===== src/rtl/pmp_checker_seq_if.sv =====
// pmp_checker_seq_if: request/response bundle of the sequential PMP checker.
// master = requester (LSU/fetch), slave = checker.
interface pmp_checker_seq_if #(
    parameter int PLEN = 32
);
    logic            req_valid;
    logic            req_ready;
    logic [PLEN-1:0] req_addr;
    logic [1:0]      req_size;
    logic [1:0]      req_priv;
    logic [1:0]      req_oper;
    logic            resp_valid;
    logic            resp_ready;
    logic            resp_fault;
    logic [3:0]      resp_cause;

    modport master (
        output req_valid, req_addr, req_size, req_priv, req_oper,
        output resp_ready,
        input  req_ready, resp_valid, resp_fault, resp_cause
    );

    modport slave (
        input  req_valid, req_addr, req_size, req_priv, req_oper,
        input  resp_ready,
        output req_ready, resp_valid, resp_fault, resp_cause
    );
endinterface


===== src/rtl/pmp_checker_seq.sv =====
// pmp_checker_seq: multi-cycle PMP checker, LANES entries per scan cycle.
// Define PMP_DENY_CNT_EN to add a saturating deny_cnt output.
module pmp_checker_seq #(
    parameter int NUM_ENTRIES = 16,
    parameter int LANES       = 4,
    parameter int PLEN        = 32
) (
    input  logic                          clk,
    input  logic                          rst,
`ifdef PMP_DENY_CNT_EN
    output logic [15:0]                   deny_cnt,
`endif
    input  logic [NUM_ENTRIES*(PLEN-2)-1:0] pmpaddr_flat,
    input  logic [NUM_ENTRIES*8-1:0]      pmpcfg_flat,
    input  logic                          csr_wr_pulse,
    pmp_checker_seq_if.slave              bus
);
    localparam int AW = PLEN - 2;
    localparam int NG = NUM_ENTRIES / LANES;
    localparam int GW = (NG > 1) ? $clog2(NG) : 1;
    localparam int IW = (NUM_ENTRIES > 1) ? $clog2(NUM_ENTRIES) : 1;
    localparam logic [GW-1:0] LAST_G = GW'(NG - 1);

    localparam logic [1:0] S_IDLE = 2'd0;
    localparam logic [1:0] S_SCAN = 2'd1;
    localparam logic [1:0] S_RESP = 2'd2;

    logic [1:0]      state;
    logic [GW-1:0]   group;
    logic [PLEN-1:0] a_addr;
    logic [1:0]      a_size;
    logic [1:0]      a_priv;
    logic [1:0]      a_oper;
    logic            fault_q;
    logic [3:0]      cause_q;

    logic [AW-1:0] ent_addr [NUM_ENTRIES];
    logic [1:0]    ent_mode [NUM_ENTRIES];
    logic [2:0]    ent_perm [NUM_ENTRIES];
    logic          ent_lock [NUM_ENTRIES];
    logic [NUM_ENTRIES*2-1:0] cfg_rsvd;

    for (genvar i = 0; i < NUM_ENTRIES; i++) begin : g_unpack
        assign ent_addr[i] = pmpaddr_flat[i*AW +: AW];
        assign ent_perm[i] = pmpcfg_flat[i*8 +: 3];
        assign ent_mode[i] = pmpcfg_flat[i*8+3 +: 2];
        assign cfg_rsvd[i*2 +: 2] = pmpcfg_flat[i*8+5 +: 2];
        assign ent_lock[i] = pmpcfg_flat[i*8+7];
    end

    function automatic logic entry_match(
        input logic [1:0]    mode,
        input logic [AW-1:0] w,
        input logic [AW-1:0] cur,
        input logic [AW-1:0] prv
    );
        logic [AW-1:0] mask;
        // Clears the trailing-ones run and the zero above it.
        mask = ~(cur ^ (cur + AW'(1)));
        unique case (mode)
            2'b01:   return (w >= prv) && (w < cur);
            2'b10:   return w == cur;
            2'b11:   return (w & mask) == (cur & mask);
            default: return 1'b0;
        endcase
    endfunction

    function automatic logic oper_perm(
        input logic [1:0] op,
        input logic [2:0] p
    );
        unique case (op)
            2'b00:   return p[0];
            2'b01:   return p[1];
            2'b10:   return p[2];
            default: return 1'b0;
        endcase
    endfunction

    logic [PLEN-1:0] span;
    logic [PLEN-1:0] hi_addr;
    logic [AW-1:0]   lo_w;
    logic [AW-1:0]   hi_w;

    // Last byte offset of the access; size 11 behaves as a word.
    always_comb begin
        unique case (a_size)
            2'b00:   span = '0;
            2'b01:   span = PLEN'(1);
            default: span = PLEN'(3);
        endcase
    end

    assign hi_addr = a_addr + span;
    assign lo_w    = a_addr[PLEN-1:2];
    assign hi_w    = hi_addr[PLEN-1:2];

    logic unused_bits;
    assign unused_bits = ^{cfg_rsvd, hi_addr[1:0]};

    logic [IW-1:0] idx;
    logic [AW-1:0] prv_addr;
    logic          m_lo;
    logic          m_hi;
    logic          perm_ok;
    logic          hit_found;
    logic          hit_fault;

    // Evaluate the current lane group; walking down leaves the lowest hit.
    always_comb begin
        idx       = '0;
        prv_addr  = '0;
        m_lo      = 1'b0;
        m_hi      = 1'b0;
        perm_ok   = 1'b0;
        hit_found = 1'b0;
        hit_fault = 1'b0;
        for (int l = LANES - 1; l >= 0; l--) begin
            idx = IW'(int'(group) * LANES + l);
            prv_addr = (idx == '0) ? '0 : ent_addr[idx - IW'(1)];
            m_lo = entry_match(ent_mode[idx], lo_w,
                               ent_addr[idx], prv_addr);
            m_hi = entry_match(ent_mode[idx], hi_w,
                               ent_addr[idx], prv_addr);
            perm_ok = ((a_priv == 2'b11) && !ent_lock[idx])
                    || oper_perm(a_oper, ent_perm[idx]);
            if (m_lo || m_hi) begin
                hit_found = 1'b1;
                hit_fault = (m_lo != m_hi) || !perm_ok;
            end
        end
    end

    logic       res_fault;
    logic [3:0] res_cause;

    // Reserved operation 11 is refused whatever the entries say.
    assign res_fault = (a_oper == 2'b11)
                     || (hit_found ? hit_fault : (a_priv != 2'b11));
    assign res_cause = (a_oper == 2'b10) ? 4'd1 :
                       (a_oper == 2'b00) ? 4'd5 : 4'd7;

    // Accept, scan group by group, hold the registered result until taken.
    always_ff @(posedge clk or posedge rst) begin
        if (rst) begin
            state   <= S_IDLE;
            group   <= '0;
            a_addr  <= '0;
            a_size  <= '0;
            a_priv  <= '0;
            a_oper  <= '0;
            fault_q <= 1'b0;
            cause_q <= '0;
        end else begin
            unique case (state)
                S_IDLE: begin
                    if (bus.req_valid) begin
                        a_addr <= bus.req_addr;
                        a_size <= bus.req_size;
                        a_priv <= bus.req_priv;
                        a_oper <= bus.req_oper;
                        group  <= '0;
                        state  <= S_SCAN;
                    end
                end
                S_SCAN: begin
                    if (csr_wr_pulse) begin
                        group <= '0;
                    end else if (hit_found || group == LAST_G) begin
                        fault_q <= res_fault;
                        cause_q <= res_fault ? res_cause : 4'd0;
                        state   <= S_RESP;
                    end else begin
                        group <= group + GW'(1);
                    end
                end
                S_RESP: begin
                    if (bus.resp_ready) state <= S_IDLE;
                end
                default: state <= S_IDLE;
            endcase
        end
    end

    assign bus.req_ready  = (state == S_IDLE);
    assign bus.resp_valid = (state == S_RESP);
    assign bus.resp_fault = fault_q;
    assign bus.resp_cause = cause_q;

`ifdef PMP_DENY_CNT_EN
    // Count faulting responses consumed by the requester, saturating.
    always_ff @(posedge clk or posedge rst) begin
        if (rst) begin
            deny_cnt <= '0;
        end else if (state == S_RESP && bus.resp_ready && fault_q
                     && deny_cnt != 16'hFFFF) begin
            deny_cnt <= deny_cnt + 16'd1;
        end
    end
`endif
endmodule


===== src/flat_wrapper.sv =====
// flat-port wrapper written by rule: the top's interface ports become plain ports
module pmp_checker_seq_flat 
#(
    parameter int NUM_ENTRIES = 16,
    parameter int LANES       = 4,
    parameter int PLEN        = 32
)
  (clk, rst, pmpaddr_flat, pmpcfg_flat, csr_wr_pulse, bus_req_valid, bus_req_addr, bus_req_size, bus_req_priv, bus_req_oper, bus_resp_ready, bus_req_ready, bus_resp_valid, bus_resp_fault, bus_resp_cause);
  pmp_checker_seq_if #(.PLEN(PLEN)) bus_i ();
  input  logic clk;
  input  logic rst;
  input  logic [NUM_ENTRIES*(PLEN-2)-1:0] pmpaddr_flat;
  input  logic [NUM_ENTRIES*8-1:0] pmpcfg_flat;
  input  logic csr_wr_pulse;
  input wire logic [$bits(bus_i.req_valid)-1:0] bus_req_valid;
  input wire logic [$bits(bus_i.req_addr)-1:0] bus_req_addr;
  input wire logic [$bits(bus_i.req_size)-1:0] bus_req_size;
  input wire logic [$bits(bus_i.req_priv)-1:0] bus_req_priv;
  input wire logic [$bits(bus_i.req_oper)-1:0] bus_req_oper;
  input wire logic [$bits(bus_i.resp_ready)-1:0] bus_resp_ready;
  output wire logic [$bits(bus_i.req_ready)-1:0] bus_req_ready;
  output wire logic [$bits(bus_i.resp_valid)-1:0] bus_resp_valid;
  output wire logic [$bits(bus_i.resp_fault)-1:0] bus_resp_fault;
  output wire logic [$bits(bus_i.resp_cause)-1:0] bus_resp_cause;
  assign bus_i.req_valid = bus_req_valid;
  assign bus_i.req_addr = bus_req_addr;
  assign bus_i.req_size = bus_req_size;
  assign bus_i.req_priv = bus_req_priv;
  assign bus_i.req_oper = bus_req_oper;
  assign bus_i.resp_ready = bus_resp_ready;
  assign bus_req_ready = bus_i.req_ready;
  assign bus_resp_valid = bus_i.resp_valid;
  assign bus_resp_fault = bus_i.resp_fault;
  assign bus_resp_cause = bus_i.resp_cause;
  pmp_checker_seq #(.NUM_ENTRIES(NUM_ENTRIES), .LANES(LANES), .PLEN(PLEN)) u_core (.clk(clk), .rst(rst), .pmpaddr_flat(pmpaddr_flat), .pmpcfg_flat(pmpcfg_flat), .csr_wr_pulse(csr_wr_pulse), .bus(bus_i));
endmodule

===== config.mk =====
export PLATFORM = sky130hd
export DESIGN_NAME = pmp_checker_seq_flat
export DESIGN_NICKNAME = d
export VERILOG_FILES = /design/src/rtl/pmp_checker_seq_if.sv /design/src/rtl/pmp_checker_seq.sv /design/src/flat_wrapper.sv
export SDC_FILE = /design/constraint.sdc
export NUM_CORES = 1
export LEC_CHECK = 0
export ABC_AREA = 1
export CORE_AREA = 2 2 256 258
export CTS_CLUSTER_DIAMETER = 150
export DETAILED_ROUTE_END_ITERATION = 12
export DIE_AREA = 0 0 258 260
export PLACE_DENSITY_LB_ADDON = 0.08
export SYNTH_ARGS = -nofsm -noshare
export SYNTH_HDL_FRONTEND = slang
export SYNTH_SLANG_ARGS = --single-unit

===== constraint.sdc =====
create_clock -name clk -period 7.1 [get_ports clk]
set_clock_uncertainty 0.2 [all_clocks]
set_input_delay 1.42 -clock clk [delete_from_list [all_inputs] [get_ports clk]]
set_output_delay 1.42 -clock clk [all_outputs]
set_load 0.02 [all_outputs]

Word-level counts from Yosys, hierarchy flattened
Index checks and enable logic that the tools add are counted.

Add/sub/neg operators: 13. $lt $le $gt $ge: 24. Eq/ne operators: 46. Muxes and demuxes: 98. Bitwise gates (word level): 29. Reduce and logical (&&, ||, !) cells: 46.

Operators by type and width (count): 30-bit binary-select mux with 4-bit select (8); 30-bit 2-to-1 mux (20); 30-bit equality test (16); 30-bit bitwise AND (12); 30-bit >= comparator (8); 30-bit less-than comparator (8); 30-bit by 1-bit adder with 30-bit output (second input constant) (4); 30-bit inverter (4); 30-bit bitwise XOR (4); 3-bit binary-select mux with 4-bit select (4); 5-bit >= comparator (second input constant) (8); 4-bit inverter with 5-bit output (8); 1-bit case mux with 3 select lines (12); 32-bit by 2-bit adder with 32-bit output (1); 2-bit binary-select mux with 4-bit select (4); 2-bit 2-to-1 mux (16); 2-bit equality test (second input constant) (13); 3-bit 2-to-1 mux (8); 1-bit 2-to-1 mux (17); 1-bit binary-select mux with 4-bit select (4); 4-bit logical NOT (4); 4-bit by 1-bit subtractor with 4-bit output (second input constant) (4); 2-bit by 1-bit equality test with 1-bit output (second input constant) (7); 1-bit logical OR (14); 18 further kinds (48).

Bits in registers: 47. Logic and storage cells: 264.

Depth between registers and ports, before layout
Depth after elaboration: 20. Depth in mapped cells: 39. Depth with buffers taken out: 36.

Worst setup path after synthesis
Ideal clock, no wire load.

Path type: in2reg. Start point: in pmpaddr_flat[120]. End point: reg u_core.group[0]. Setup time: 0.137 ns. Data arrival time: 4.923 ns. Required time: 6.763 ns. Slack: 1.839 ns. Cell stages on the path: 29. Path buffers: 0. Cell sequence: nand2_1 a32oi_4 ha_1 inv_1 nor3_2 inv_1 nor2_1 nand3_1 nor2_2 nand3_2 nor4_4 inv_1 ha_1 xnor2_1 nand2_1 xor2_1 nor3_1 nand2_1 nor2_1 nand2_1 nand3_1 nand2_1 ha_1 inv_1 nor3_1 o21ai_0 nand2_1 nand3_1 o21ai_0.

Word-level cells in the longest chain between the ends: 17. Elaborated cells on any way between the ends: 111. Those cells by class: 4 x add/sub; 16 x order compare; 17 x eq/ne; 40 x mux; 20 x bitwise; 14 x reduce/logical.

Ends and longest elaborated chain: start: declaration (line flat_wrapper.sv:12) `input logic [NUM_ENTRIES*(PLEN-2)-1:0] pmpaddr_flat;`; 30-bit binary-select mux with 4-bit select (line pmp_checker_seq.sv:122, pmp_checker_seq.sv:124); 30-bit 2-to-1 mux (not written as such) (2 in series) (line pmp_checker_seq.sv:122, pmp_checker_seq.sv:124); 30-bit by 1-bit adder with 30-bit output (line pmp_checker_seq.sv:59) `mask = ~(cur ^ (cur + AW'(1)));`; 30-bit bitwise XOR (line pmp_checker_seq.sv:59); 30-bit inverter (line pmp_checker_seq.sv:59); 30-bit bitwise AND (line pmp_checker_seq.sv:63) `2'b11: return (w & mask) == (cur & mask);`; 30-bit equality test (line pmp_checker_seq.sv:63); 1-bit case mux with 3 select lines (line pmp_checker_seq.sv:60) `unique case (mode)`; 1-bit logical OR (line pmp_checker_seq.sv:127) `if (m_lo || m_hi) begin`; 1-bit 2-to-1 mux (3 in series) (line pmp_checker_seq.sv:127); 1-bit 2-to-1 mux (*) (line pmp_checker_seq.sv:127); 1-bit logical OR (*) (line pmp_checker_seq.sv:169) `end else if (hit_found || group == LAST_G) begin`; 3-bit != test (no source line) (*); 3-bit AND reduction (no source line) (*); end signal: assignment (line pmp_checker_seq.sv:174) `group <= group + GW'(1);`; end: declaration (line pmp_checker_seq.sv:29) `logic [GW-1:0] group;`.

Every way passes the cells marked *; elsewhere a longest branch is shown, timed or not. The select of a mux whose other input is x is not followed. A chain may end at the register's enable or synchronous reset.

Worst setup path in the final report
Start point: in pmpaddr_flat[60]. End point: reg u_core.cause_q[2] (netlist: u_core.bus.resp_cause[2]).

Word-level cells in the longest chain between the ends: 18. Elaborated cells on any way between the ends: 125. Those cells by class: 4 x add/sub; 16 x order compare; 20 x eq/ne; 46 x mux; 20 x bitwise; 19 x reduce/logical.

Ends and longest elaborated chain: 30-bit binary-select mux with 4-bit select (line pmp_checker_seq.sv:122, pmp_checker_seq.sv:124); 30-bit 2-to-1 mux (not written as such) (2 in series) (line pmp_checker_seq.sv:122, pmp_checker_seq.sv:124); 30-bit by 1-bit adder with 30-bit output (line pmp_checker_seq.sv:59); 30-bit bitwise XOR (line pmp_checker_seq.sv:59); 30-bit inverter (line pmp_checker_seq.sv:59); 30-bit bitwise AND (line pmp_checker_seq.sv:63); 30-bit equality test (line pmp_checker_seq.sv:63); 1-bit case mux with 3 select lines (line pmp_checker_seq.sv:60); 1-bit != test (line pmp_checker_seq.sv:129) `hit_fault = (m_lo != m_hi) || !perm_ok;`; 1-bit logical OR (line pmp_checker_seq.sv:129); 1-bit 2-to-1 mux (4 in series) (line pmp_checker_seq.sv:127); 1-bit 2-to-1 mux (line pmp_checker_seq.sv:139) `|| (hit_found ? hit_fault : (a_priv != 2'b11));`; 1-bit logical OR (line pmp_checker_seq.sv:139); 4-bit 2-to-1 mux (line pmp_checker_seq.sv:171) `cause_q <= res_fault ? res_cause : 4'd0;`; end signal: assignment (line pmp_checker_seq.sv:171); end: declaration (line pmp_checker_seq.sv:35) `logic [3:0] cause_q;`.

Parallel ways exist; a longest one is shown, timed or not. The select of a mux whose other input is x is not followed.

==> summary.md <==
| Metric | Value |
|---|---|
| Total number of vias | 33100 |
| Highest clock rate | 150 MHz |
| Critical path arrival | 6650 ps |
| Final std cells w/o fill | 5922 |
| Synth cell types | 61 |
| Hold Path Class | flop to flop |
| Buf/Inv on CP | 4 |
| Top-area cell type share of the netlist area | 0.230 |
| Mapped Cells | 4463 |
| Cell count after placement | 5906 |
| GRT overflow | 0 |
| Final Hold Fails | 0 |
| CTS root buffer | clkbuf_16 |
| GP Congestion | 1.06 |
| Clk sinks | 45 |
| DR pass1 iterations | 6 |
| Asr flop ratio synth | 1.00 |
| Worst Hold Endpoint | u_core.a_priv[0] |
| Reg clk slew, reported paths | 90 ps |
| Worst hold slack | 319 ps |
| H-tree depth | 2 |
| CTS Hold Bufs | 0 |
| CTS tree | done |
| Net Sw Frac | 0.648 |
| Final wirelength | 138000 um |
| Filler instances | 6867 |
| Crit. End Element | flop |
| Final setup viols | 0 |
| Pre-CTS setup slack | 239 ps |
| Vias in the first global route | 30200 |
| Port bufs | 624 |
| Ys flop type | dfrtp_1 |
| Reg-to-Reg End | u_core.bus.resp_cause[2] |
| Syn nets | 5536 |
| Layout cell share with drive strength beyond 1 | 0.0498 |
| Mapped cell area | 25100 sq um |
| Die span in y | 260 um |
| Max stage delay on crit path | 460 ps |
| RSZ-0062 raised after global routing | no |
| Most Frequent Cell on Critical Path | nand2_1 |
| Cts bufs inserted | 5 |
| Minimum clock period | 6660 ps |
| Synth Warn # | 0 |
| Post-cts gate resize count | 0 |
| Comb power frac | 0.936 |
| Number of synthesized register bits | 45 |
| Post-DRT Antenna Nets | 0 |
| DIE WIDTH | 258 um |
| Clk_lat worst skew | 350 ps |
| Syn_area_per_cell | 5.62 sq um |
| Die Footprint | 67100 sq um |
| Largest net degree at the start of global routing | 88 |
| CTS max path bufs | 2 |
| CP Launch Type | primary input |
| Post-CTS Setup Repair Bufs | 0 |
| VDD IR-drop max | 162 uV |
| Setup_tns | 0 ps |
| Crit path required time | 7090 ps |
| Least-Margin Pin Slew | 1230 ps |
| Psw | 10.3 mW |
| R2r setup slk | 730 ps |
| Drt drc | 0 |
| Crit path max-delay family | simple AND/OR/NAND/NOR gates |
| Worst path slowest cell | clkdlybuf4s50_1 |
| R2R depth | 22 |
| Final period util | 0.938 |
| Clock share of power | 0.023 |
| Reg-to-Reg Start | u_core.a_addr[7] |
| Hold Crit Depth | 1 |
| PD cells | 486 nW/um^2 |
| First-pass GRT wire length | 196000 um |
| Overall Global Routing Usage | 0.398 |
| Critical path peak fanout | 4 |
| Worst Hold Launch | u_core.a_priv[0] |
| Ports | 658 |
| Yosys top cell by area | nand2_1 |
| Setup WS post-layout | 440 ps |
| Total core area | 64100 sq um |
| Reg power frac | 0.041 |
| Max-capacitance violation count | 0 |
| Leakage | 15.9 nW |
| Routed len/inst | 23.3 um |
| CP Class | primary input to flop |
| Slew Viols, Final | 0 |
| Int Pwr | 5.60 mW |
| Initial DRC count | 3669 |
| Num rows | 93 |
| Worst rel slew slack | 0.180 |
| Synth area leaders | nand2_1 (23%), ha_1 (21%), nand3_1 (10%) |
| Post-synthesis sequential area ratio | 0.0449 |
| Final net count | 6131 |
| Post-synth EDFFs | 0 |
| Initial Utilization | 0.391 |
| Vias per cell | 5.58 |
| Initial antenna violation count | 23 |
| Final HPWL DP | 120000 um |
| Status | finished clean |
| Area delta synth->final | 30.7% |
-- worst register-to-register path: cells and delay by family, from the launching register on --
kind	cells	cell delay (ps)
compound gates	3	610
fa+ha+maj	2	710
buf+inv	1	340
flops	1	900
simple gates	16	3430
-- registers in the layout, indices dropped and copies added (netlist names) --
| name | cells |
|---|---|
| u_core.bus.resp_cause | 3 |
| u_core.a_oper | 2 |
| u_core.state | 2 |
| u_core.a_size | 2 |
| u_core.group | 2 |
| u_core.a_priv | 2 |
| u_core.a_addr | 32 |
-- synth_stat cells (all sizes together) (3+ instances only) --
library cell / number
a211oi: 8
a21oi: 207
a221oi: 3
a32oi: 8
and2: 8
and3: 5
buf: 116
clkbuf: 35
clkinv: 3
dfrtp: 45
ha: 422
inv: 418
mux2: 7
nand2: 1570
nand3: 520
nand3b: 30
nand4: 127
nor2: 471
nor3: 39
nor4: 23
o2111ai: 5
o211ai: 11
o21a: 7
o21ai: 166
o21bai: 6
o22ai: 11
o32ai: 25
or2: 11
or4: 3
xnor2: 90
xor2: 50
-- per-layer routing --
| layer | track usage | share of wire | up-vias |
|---|---|---|---|
| met5 | 0 | 0.00036 | - |
| met2 | 0.634 | 0.44 | 1644 |
| met1 | 0.522 | 0.41 | 15100 |
| met3 | 0.0712 | 0.10 | 246 |
| li1 | - | - | 16000 |
| met4 | 0.176 | 0.049 | 10 |
-- how the worst max path moves through the flow --
stage / startpoint / end / slack, ps / depth (start not counted)
after floorplan: pmpaddr_flat[120] / u_core.group[0] / 1840 / 29
after global placement: pmpaddr_flat[60] / u_core.bus.resp_cause[2] / 280 / 33
after detailed placement: pmpaddr_flat[60] / u_core.bus.resp_cause[2] / 240 / 33
after CTS: pmpaddr_flat[60] / u_core.bus.resp_cause[2] / 590 / 33
after global routing: pmpaddr_flat[456] / u_core.bus.resp_cause[2] / 150 / 32
final: pmpaddr_flat[60] / u_core.bus.resp_cause[2] / 440 / 33
-- power groups by stage --
stage	clock (mW)	combinational [mW]	sequential [mW]
floorplan	0	9.77	0.549
global placement	0	14.2	0.642
detailed placement	0	14.5	0.640
CTS	0.376	14.5	0.638
global route	0.383	16.4	0.661
finish	0.371	14.9	0.655
-- area by class of cell --
type	instances	area, sq um	area share
antenna	8	20.0	0.000611
clock buffer	5	125	0.00382
clock inverter	3	68.8	0.00210
inverter	421	1600	0.0488
multi-input combinational	3846	21500	0.657
sequential	45	1130	0.0346
tap	855	1070	0.0327
timing repair buffer	739	7220	0.220
-- stage by stage --
step	power, mW	cell area (sq um)	utilization
after global placement	14.9	32500	0.508
after global routing	17.5	32800	0.511
after detailed placement	15.1	32500	0.508
final	15.9	32800	0.511
after floorplan	10.3	25100	-
after CTS	15.5	32700	0.511
-- cells in the final DEF, fill, tap and decap left out, types with 4 or more instances in the layout --
cell             Yosys  final
nand2_1           1536   1535
clkdlybuf4s50_1      0    624
nand3_1            508    508
nor2_1             450    450
ha_1               422    421
inv_1              409    408
a21oi_1            206    206
o21ai_0            163    163
nand4_1            118    118
buf_4               26    106
xnor2_1             90     90
xor2_1              49     49
dfrtp_1             45     43
nand2_2             34     35
nand3b_1            30     30
nor3_1              27     27
o32ai_1             25     25
nor4_1              21     21
nor2_2              14     14
nand3_2             12     12
o211ai_1            11     11
o22ai_1             11     11
or2_2               10     10
buf_12               0      9
diode_2              0      8
inv_2                8      8
a211oi_1             8      8
and2_1               8      8
mux2_2               7      7
nand4_2              7      7
nor2_4               7      7
o21a_1               7      7
nor3_2               6      6
nor3_4               6      6
o21bai_1             6      6
o2111ai_1            5      5
and3_1               5      5
clkbuf_16            0      5
a32oi_1              4      4
-- cells by family after synthesis --
family	synth area share
AND/OR/NAND/NOR	0.489
other	0.000150
XOR/XNOR	0.0492
AO/OA/AOI/OAI	0.107
adder cells (fa/ha/maj)	0.211
multiplexers	0.00314
flip-flops	0.0449
buffers and inverters	0.0967
Note: power is estimated with default switching activity, not from simulation.
